### config.mk
export PLATFORM = sky130hd
export DESIGN_NAME = fifo_wr_arbiter
export DESIGN_NICKNAME = d
export VERILOG_FILES = /design/src/rtl/fifo_wr_arbiter.sv
export SDC_FILE = /design/constraint.sdc
export NUM_CORES = 1
export LEC_CHECK = 0
export CORE_AREA = 2 2 49 56
export CTS_CLUSTER_SIZE = 40
export DETAILED_ROUTE_END_ITERATION = 8
export DIE_AREA = 0 0 51 58
export PLACE_DENSITY = 0.78
export RECOVER_POWER = 50
export SLEW_MARGIN = 10
export SYNTH_ARGS = -nofsm -noshare
export SYNTH_HDL_FRONTEND = slang
export SYNTH_SLANG_ARGS = --single-unit
### constraint.sdc
create_clock -name clk -period 2.31 [get_ports clk]
set_input_delay 0.5775 -clock clk [delete_from_list [all_inputs] [get_ports clk]]
set_output_delay 0.5775 -clock clk [all_outputs]
set_load 0.005 [all_outputs]
### src/rtl/fifo_wr_arbiter.sv
// Round-robin write-side arbiter: shares one FIFO write port among NUM_REQ
// valid/ready producers, granting bursts of up to MAX_BURST beats.
module fifo_wr_arbiter #(
    parameter int unsigned NUM_REQ    = 4,
    parameter int unsigned DATA_WIDTH = 8,
    parameter int unsigned MAX_BURST  = 4
) (
    input  logic                            clk,
    input  logic                            rst_n,
    input  logic [NUM_REQ-1:0]              req_valid,
    input  logic [NUM_REQ*DATA_WIDTH-1:0]   req_data,
    output logic [NUM_REQ-1:0]              req_ready,
    input  logic                            fifo_full,
    output logic                            fifo_w_en,
    output logic [DATA_WIDTH-1:0]           fifo_data_in,
    output logic [$clog2(NUM_REQ)-1:0]      grant_id,
    output logic                            busy
);

    localparam int unsigned ID_W  = $clog2(NUM_REQ);
    localparam int unsigned CNT_W = $clog2(MAX_BURST + 1);

    typedef enum logic {
        IDLE  = 1'b0,
        GRANT = 1'b1
    } state_t;

    state_t           state, state_nxt;
    logic [ID_W-1:0]  owner, owner_nxt;
    logic [ID_W-1:0]  last_owner, last_owner_nxt;
    logic [CNT_W-1:0] burst_cnt, burst_cnt_nxt;
    logic [ID_W-1:0]  rr_pick;
    logic             rr_found;
    logic             owner_valid;

    assign owner_valid = req_valid[owner];
    assign busy        = (state == GRANT);
    assign grant_id    = owner;

    // State and arbitration bookkeeping registers.
    always_ff @(posedge clk) begin
        if (!rst_n) begin
            state      <= IDLE;
            owner      <= '0;
            last_owner <= ID_W'(NUM_REQ - 1);
            burst_cnt  <= '0;
        end else begin
            state      <= state_nxt;
            owner      <= owner_nxt;
            last_owner <= last_owner_nxt;
            burst_cnt  <= burst_cnt_nxt;
        end
    end

    // First valid requester after last_owner, wrapping modulo NUM_REQ.
    always_comb begin
        rr_pick  = last_owner;
        rr_found = 1'b0;
        for (int unsigned k = 1; k <= NUM_REQ; k++) begin
            if (!rr_found && req_valid[ID_W'((32'(last_owner) + k) % NUM_REQ)]) begin
                rr_pick  = ID_W'((32'(last_owner) + k) % NUM_REQ);
                rr_found = 1'b1;
            end
        end
    end

    // Next-state: grant on any request, release on owner idle or burst end.
    always_comb begin
        state_nxt      = state;
        owner_nxt      = owner;
        last_owner_nxt = last_owner;
        burst_cnt_nxt  = burst_cnt;
        case (state)
            IDLE: begin
                if (rr_found) begin
                    state_nxt     = GRANT;
                    owner_nxt     = rr_pick;
                    burst_cnt_nxt = '0;
                end
            end
            GRANT: begin
                if (!owner_valid) begin
                    state_nxt      = IDLE;
                    last_owner_nxt = owner;
                end else if (!fifo_full) begin
                    burst_cnt_nxt = burst_cnt + CNT_W'(1);
                    if (burst_cnt == CNT_W'(MAX_BURST - 1)) begin
                        state_nxt      = IDLE;
                        last_owner_nxt = owner;
                    end
                end
            end
            default: state_nxt = IDLE;
        endcase
    end

    // Outputs: only the owner sees ready, and never while the FIFO is full.
    always_comb begin
        req_ready    = '0;
        fifo_w_en    = 1'b0;
        fifo_data_in = '0;
        if (state == GRANT) begin
            req_ready[owner] = !fifo_full;
            fifo_w_en        = owner_valid && !fifo_full;
            fifo_data_in     = req_data[owner*DATA_WIDTH +: DATA_WIDTH];
        end
    end

endmodule

==> run_results.csv, run 1 <==
group,metric,value,unit
run_status,status,"finished clean",
route,drc,0,
synthesis,avgSynthCellArea,9.175,sq um
synthesis,synth_flop_cell,"dfxtp_1",
sta,setup_ws,0.02350,ns
sta,timing.fmax,0.4373,GHz
synthesis,yosysUniqueCellTypes,31,
floorplan,die_w,51,um
place,place_ws,-0.3740,ns
route,wl,2511,um
route,dr.first_iter.drc_count,11,
route,wl_met3,251,um
synthesis,netlist_area,798.3,sq um
final_layout,num_antenna_cells,0,
place,gp_congestion,0.8341,
global_route,grt_usage,16.81,%
final_layout,area_delta_synth_final,79.62,%
final_layout,drive_above_1_share,26.67,%
route,firstDrtPassIters,4,
clocking,cts_hold_buf,0,
setup_path,r2r_start,"grant_id[0]",
global_route,antenna_found_initial,0,
setup_path,crit_end,"fifo_data_in[5]",
clocking,cts_buffers,3,
synthesis,synthSimpleGateAreaFrac,28.21,%
place,dp_hpwl,1988,um
sta,finalClockSkew,0.003298,ns
synthesis,synthArstFlopShare,0,%
setup_path,critPathKind,"in2out",
route,routed_via_density,5.061,
global_route,grt_first_pass_wirelength,3781,um
floorplan,die_h,58,um
setup_path,cp.required,1.73,ns
route,wl_met1,1017,um
synthesis,synth_seq_cells,8,
global_route,overflow,0,
sta,setup_viol_count_final,0,
floorplan,coreArea,0.002401,sq mm
setup_path,crit_start,"req_data[29]",
clocking,root_buffer,"clkbuf_4",
setup_path,cp.arrival,1.71,ns
floorplan,die_area,0.002958,sq mm
synthesis,yosys.area_share.xor_xnor,0,%
power_and_ir_drop,peakVddDrop,0.0002745,V
power_and_ir_drop,power,544.2,uW
sta,min_period,2.287,ns
clocking,clk_pin_slew_worst_paths,0.05,ns
place,placed_cells,177,
sta,period_share,98.98,%
final_layout,fin_nets,193,
power_and_ir_drop,p_leak,0.0006539,uW
run,drv_cap,0,
power_and_ir_drop,power.density,379.5,mW/mm^2
final_layout,final_cell_mix,"30 x clkdlybuf4s50_1, 12 x dlygate4sd2_1, 9 x mux4_2, 9 x nor2_1, 9 x buf_4",
clocking,clock_path_buffers,2,
synthesis,synth_edf_count,0,
setup_path,cp-start-kind,"primary input",
global_route,grt_pass1_vias,903,
floorplan,ios,55,
synthesis,ys_warn_count,0,
route,drtAntennaViolNets,0,
setup_path,r2r_setup_slack,0.84,ns
route,vias,916,
clocking,cts.sinks,8,
worst_hold_path,min_path_type,"reg2reg",
synthesis,synthTopCellsByArea,"mux4_2 23%, dfxtp_1 20%, and2_1 6.3%",
place,portBuffers,54,
sta,rsz0062_at_grt,"no",
route,route.top_layer_used,"met3",
setup_path,reg2reg_to,"last_owner[1]",
floorplan,fp-row-count,19,
sta,slew_headroom,75.92,%
sta,slew_viol_final,0,
setup_path,worst-r2r-cell-count,5,
floorplan,initial_core_util,33.25,%
sta,finalHoldViolations,0,
route,dr_wl_met2,1242,um
sta,whs,0.4964,ns
route,routedWlPerCell,13.87,um
synthesis,muxShareOfSynthArea,31.03,%
final_layout,fin_cells,181,
final_layout,layout_commonest_cell,"clkdlybuf4s50_1",
synthesis,synth_fa_ha_area_share,3.135,%
synthesis,syn-num-nets,128,
worst_hold_path,hold_start,"burst_cnt[1]",
setup_path,path_max_fanout,1,
synthesis,synth_top_family_by_area,"multiplexers",
clocking,htree_levels,1,
global_route,grt_start_max_net_pins,19,
synthesis,synth_largest_area_cell,"mux4_2",
clocking,clk_latency,0.25,ns
clocking,cts_tree,"yes",
synthesis,synth_top_area_share,22.57,%
synthesis,synth.yosys.seq_area_share,20.06,%
setup_path,crit_path_end_kind,"output pin",
sta,worst_pin_slew,0.3579,ns
synthesis,synth-compound-area-share,10.82,%
synthesis,syn_inst,87,
[per-layer routing]
metal  up-vias  track usage (%)
li1        441                -
met1       431            17.05
met2        44            31.91
met3         0            4.639
met4         0            6.564
met5         -                0
[critical path, cell delays in order]
cell and delay [ns]:
clkdlybuf4s50_1 0.40, mux4_2 0.47, and2_1 0.14, buf_2 0.12
[through the flow]
step | util [%] | TNS (ns) | instance area [sq um]
floorplan | - | 0 | 798.3
global placement | 59.87 | -3.582 | 1438
detailed placement | 59.87 | -3.949 | 1438
CTS | 59.46 | 0 | 1428
global route | 59.72 | 0 | 1434
finish | 59.72 | 0 | 1434
[synthesized netlist by cell type, types with 2 or more instances]
cell / count
nand2_1: 3
mux4_2: 8
a21oi_1: 3
o21a_1: 2
nor2b_1: 6
nor3b_1: 2
and3_1: 3
and2_1: 8
inv_1: 5
o21ai_0: 5
ha_1: 2
mux2i_1: 3
dfxtp_1: 8
clkbuf_1: 3
nand2b_1: 2
nor2_1: 9
[where the power goes]
group	internal, uW	leakage (uW)	switching (uW)	total, uW
combinational	180	0.000574	99.5	279
sequential	150	0.0000657	10.5	161
clock	59.3	0.0000138	45.1	104
total	389	0.000654	155	544
[final cells by class]
type | count | area, sq um
Clock buffer | 3 | 22.52
Fill cell | 222 | 967.2
Inverter | 5 | 18.77
Multi-Input combinational cell | 68 | 605.6
Sequential cell | 8 | 160.2
Tap cell | 31 | 38.79
Timing Repair Buffer | 66 | 588.1
[sequential cells by signal (all words and copies together) (netlist names)]
name / count
grant_id: 2
last_owner: 2
burst_cnt: 3
busy: 1
[repair_timing]
item                       4_1_cts  5_1_grt
setup endpoints to repair       13        6
pin swaps                        9        1
setup buffers                    1        0
gates resized for setup         53        5
[cells by family after synthesis]
logic type,after synthesis
AOI/OAI and AO/OA,14
adders and majority gates,2
buffers and inverters,11
DFF,8
muxes,13
and+or+nand+nor,39
[worst min path at each step]
stage / slack [ns] / cells after the start / end
detailed placement: 0.49 / 2 / burst_cnt[1]
CTS: 0.49 / 2 / burst_cnt[1]
global route: 0.53 / 2 / burst_cnt[1]
finish: 0.50 / 2 / burst_cnt[1]
global placement: 0.47 / 2 / burst_cnt[1]
floorplan: 0.46 / 2 / burst_cnt[1]
Power figures use the tool's default switching activity.
==> inputs of run 2 (changes only) <==
Settings changed: CORE_AREA 2 2 49 56 to 2 2 48 55, CTS_BUF_LIST set to sky130_fd_sc_hd__clkbuf_4, DIE_AREA 0 0 51 58 to 0 0 50 57, PLACE_DENSITY 0.78 to 0.8.
==> run_results.csv, run 2 (same netlist as run 1, synthesis figures left out) <==
group,metric,value,unit
setup_path,critPathKind,"in2out",
power_and_ir_drop,comb_power_share,51.7,%
run,drv_cap,0,
route,drc,0,
global_route,grt_pass1_vias,921,
final_layout,fin_nets,194,
sta,min_period,2.288,ns
route,drtAntennaViolNets,0,
global_route,grt_usage,18.08,%
final_layout,layout_commonest_cell,"clkdlybuf4s50_1",
clocking,clk_pin_slew_worst_paths,0.05,ns
global_route,overflow,0,
power_and_ir_drop,clkPwrFrac,19.1,%
setup_path,cp.required,1.73,ns
final_layout,fillers,193,
place,place_ws,-0.4295,ns
floorplan,die_h,57,um
global_route,grt_start_max_net_pins,18,
clocking,clock_path_buffers,2,
global_route,antenna_found_initial,0,
sta,setup_viol_count_final,0,
setup_path,crit_path_end_kind,"output pin",
setup_path,path_max_fanout,2,
sta,finalHoldViolations,0,
sta,rsz0062_at_grt,"yes",
final_layout,drive_above_1_share,26.49,%
clocking,cts_buffers,3,
route,routed_via_density,5.159,
setup_path,cp-start-kind,"primary input",
sta,timing.fmax,0.4370,GHz
final_layout,regArea,160.2,sq um
route,firstDrtPassIters,4,
power_and_ir_drop,sw_frac_of_total,28.55,%
floorplan,initial_core_util,33.92,%
power_and_ir_drop,seq_power_share,29.2,%
power_and_ir_drop,peakVddDrop,0.0003623,V
final_layout,num_antenna_cells,0,
route,dr.first_iter.drc_count,11,
sta,slew_viol_final,0,
place,gp_congestion,0.7571,
floorplan,die_w,50,um
power_and_ir_drop,power.density,381.1,mW/mm^2
clocking,cts_tree,"yes",
clocking,cts.sinks,8,
sta,setup_ws,0.02151,ns
floorplan,fp-row-count,19,
floorplan,coreArea,0.002354,sq mm
final_layout,multi_input_area,600.6,sq um
place,portBuffers,54,
final_layout,final_util,61.78,%
clocking,root_buffer,"clkbuf_4",
run_status,status,"finished clean",
sta,period_share,99.07,%
power_and_ir_drop,p_leak,0.0006746,uW
route,routedWlPerCell,13.52,um
place,dp_hpwl,2031,um
floorplan,die_area,0.002850,sq mm
final_layout,largest_reg_flops,3,
final_layout,largest-register,"burst_cnt",
power_and_ir_drop,internal-power,395.9,uW
worst_hold_path,min_path_type,"reg2reg",
power_and_ir_drop,power,554.1,uW
sta,slew_headroom,72.74,%
sta,worst_pin_slew,0.4052,ns
global_route,grt_first_pass_wirelength,3933,um
power_and_ir_drop,power.net_switching,158.2,uW
floorplan,ios,55,
route,wl,2461,um
sta,finalClockSkew,0.01064,ns
final_layout,final_cell_mix,"31 x clkdlybuf4s50_1, 9 x mux4_2, 9 x nor2_1, 9 x dlygate4sd2_1",
route,vias,939,
clocking,htree_levels,1,
final_layout,area_delta_synth_final,82.13,%
setup_path,cp.arrival,1.71,ns
clocking,clk_latency,0.25,ns
==> run 2: cell types whose count changed in the layout (fill, tap and decap cells not counted), moves of 2 or more <==
cell and delta:
dlygate4sd2_1 -3, and2_1 +2, dlymetal6s2s_1 +2, buf_6 +3, and2_4 -2
==> run 2: final timing paths <==
path / cells after the start / to / slack [ns] / start
worst max register to register: 8 / burst_cnt[0] / 0.55 / grant_id[0]
worst max-delay path: 5 / fifo_w_en / 0.02 / req_valid[3]
worst min-delay path: 2 / burst_cnt[1] / 0.49 / burst_cnt[1]
worst min register to register: 2 / burst_cnt[1] / 0.49 / burst_cnt[1]
==> run 2: area by class of cell <==
class,count,share of cell area (%)
timing repair buffer,67,42.17
clock buffer,3,1.549
inverter,5,1.291
tap,31,2.668
multi-input combinational,68,41.31
sequential,8,11.02
==> run 2: metrics by stage <==
stage,setup TNS (ns),instance area (sq um),std cells,hold slack [ns]
after global routing,-0.03135,1454,182,0.5403
after detailed placement,-3.794,1445,178,0.4890
after floorplan,0,798.3,87,0.4559
final,0,1454,182,0.4872
after CTS,0,1436,182,0.4961
after global placement,-3.600,1445,178,0.4760
==> run 2: repair_timing <==
action	4_1_cts	5_1_grt
buffers inserted	1	0
resized for setup	46	10
hold buffers	0	0
pin swaps	9	1
setup endpoints to repair	13	7
==> run 2: critical path, stage by stage <==
cell and delay [ns]:
dlygate4sd2_1 0.25, mux4_2 0.52, nand2_4 0.08, inv_1 0.04
dlygate4sd2_1 0.25
==> run 2: metal layers <==
layer | GRT usage, % | part of all wire, %
met1 | 18.00 | 36
met2 | 33.27 | 50
met3 | 5.236 | 11
met4 | 9.524 | 2.4
met5 | 0 | 0
==> run 2: power groups by stage <==
stage / registers (uW) / logic [uW] / clock network [uW]
4_1_cts: 161 / 285 / 109
3_3_place_gp: 163 / 291 / 0
3_5_place_dp: 164 / 297 / 0
5_1_grt: 163 / 310 / 117
2_1_floorplan: 162 / 137 / 0
6_report: 162 / 287 / 106
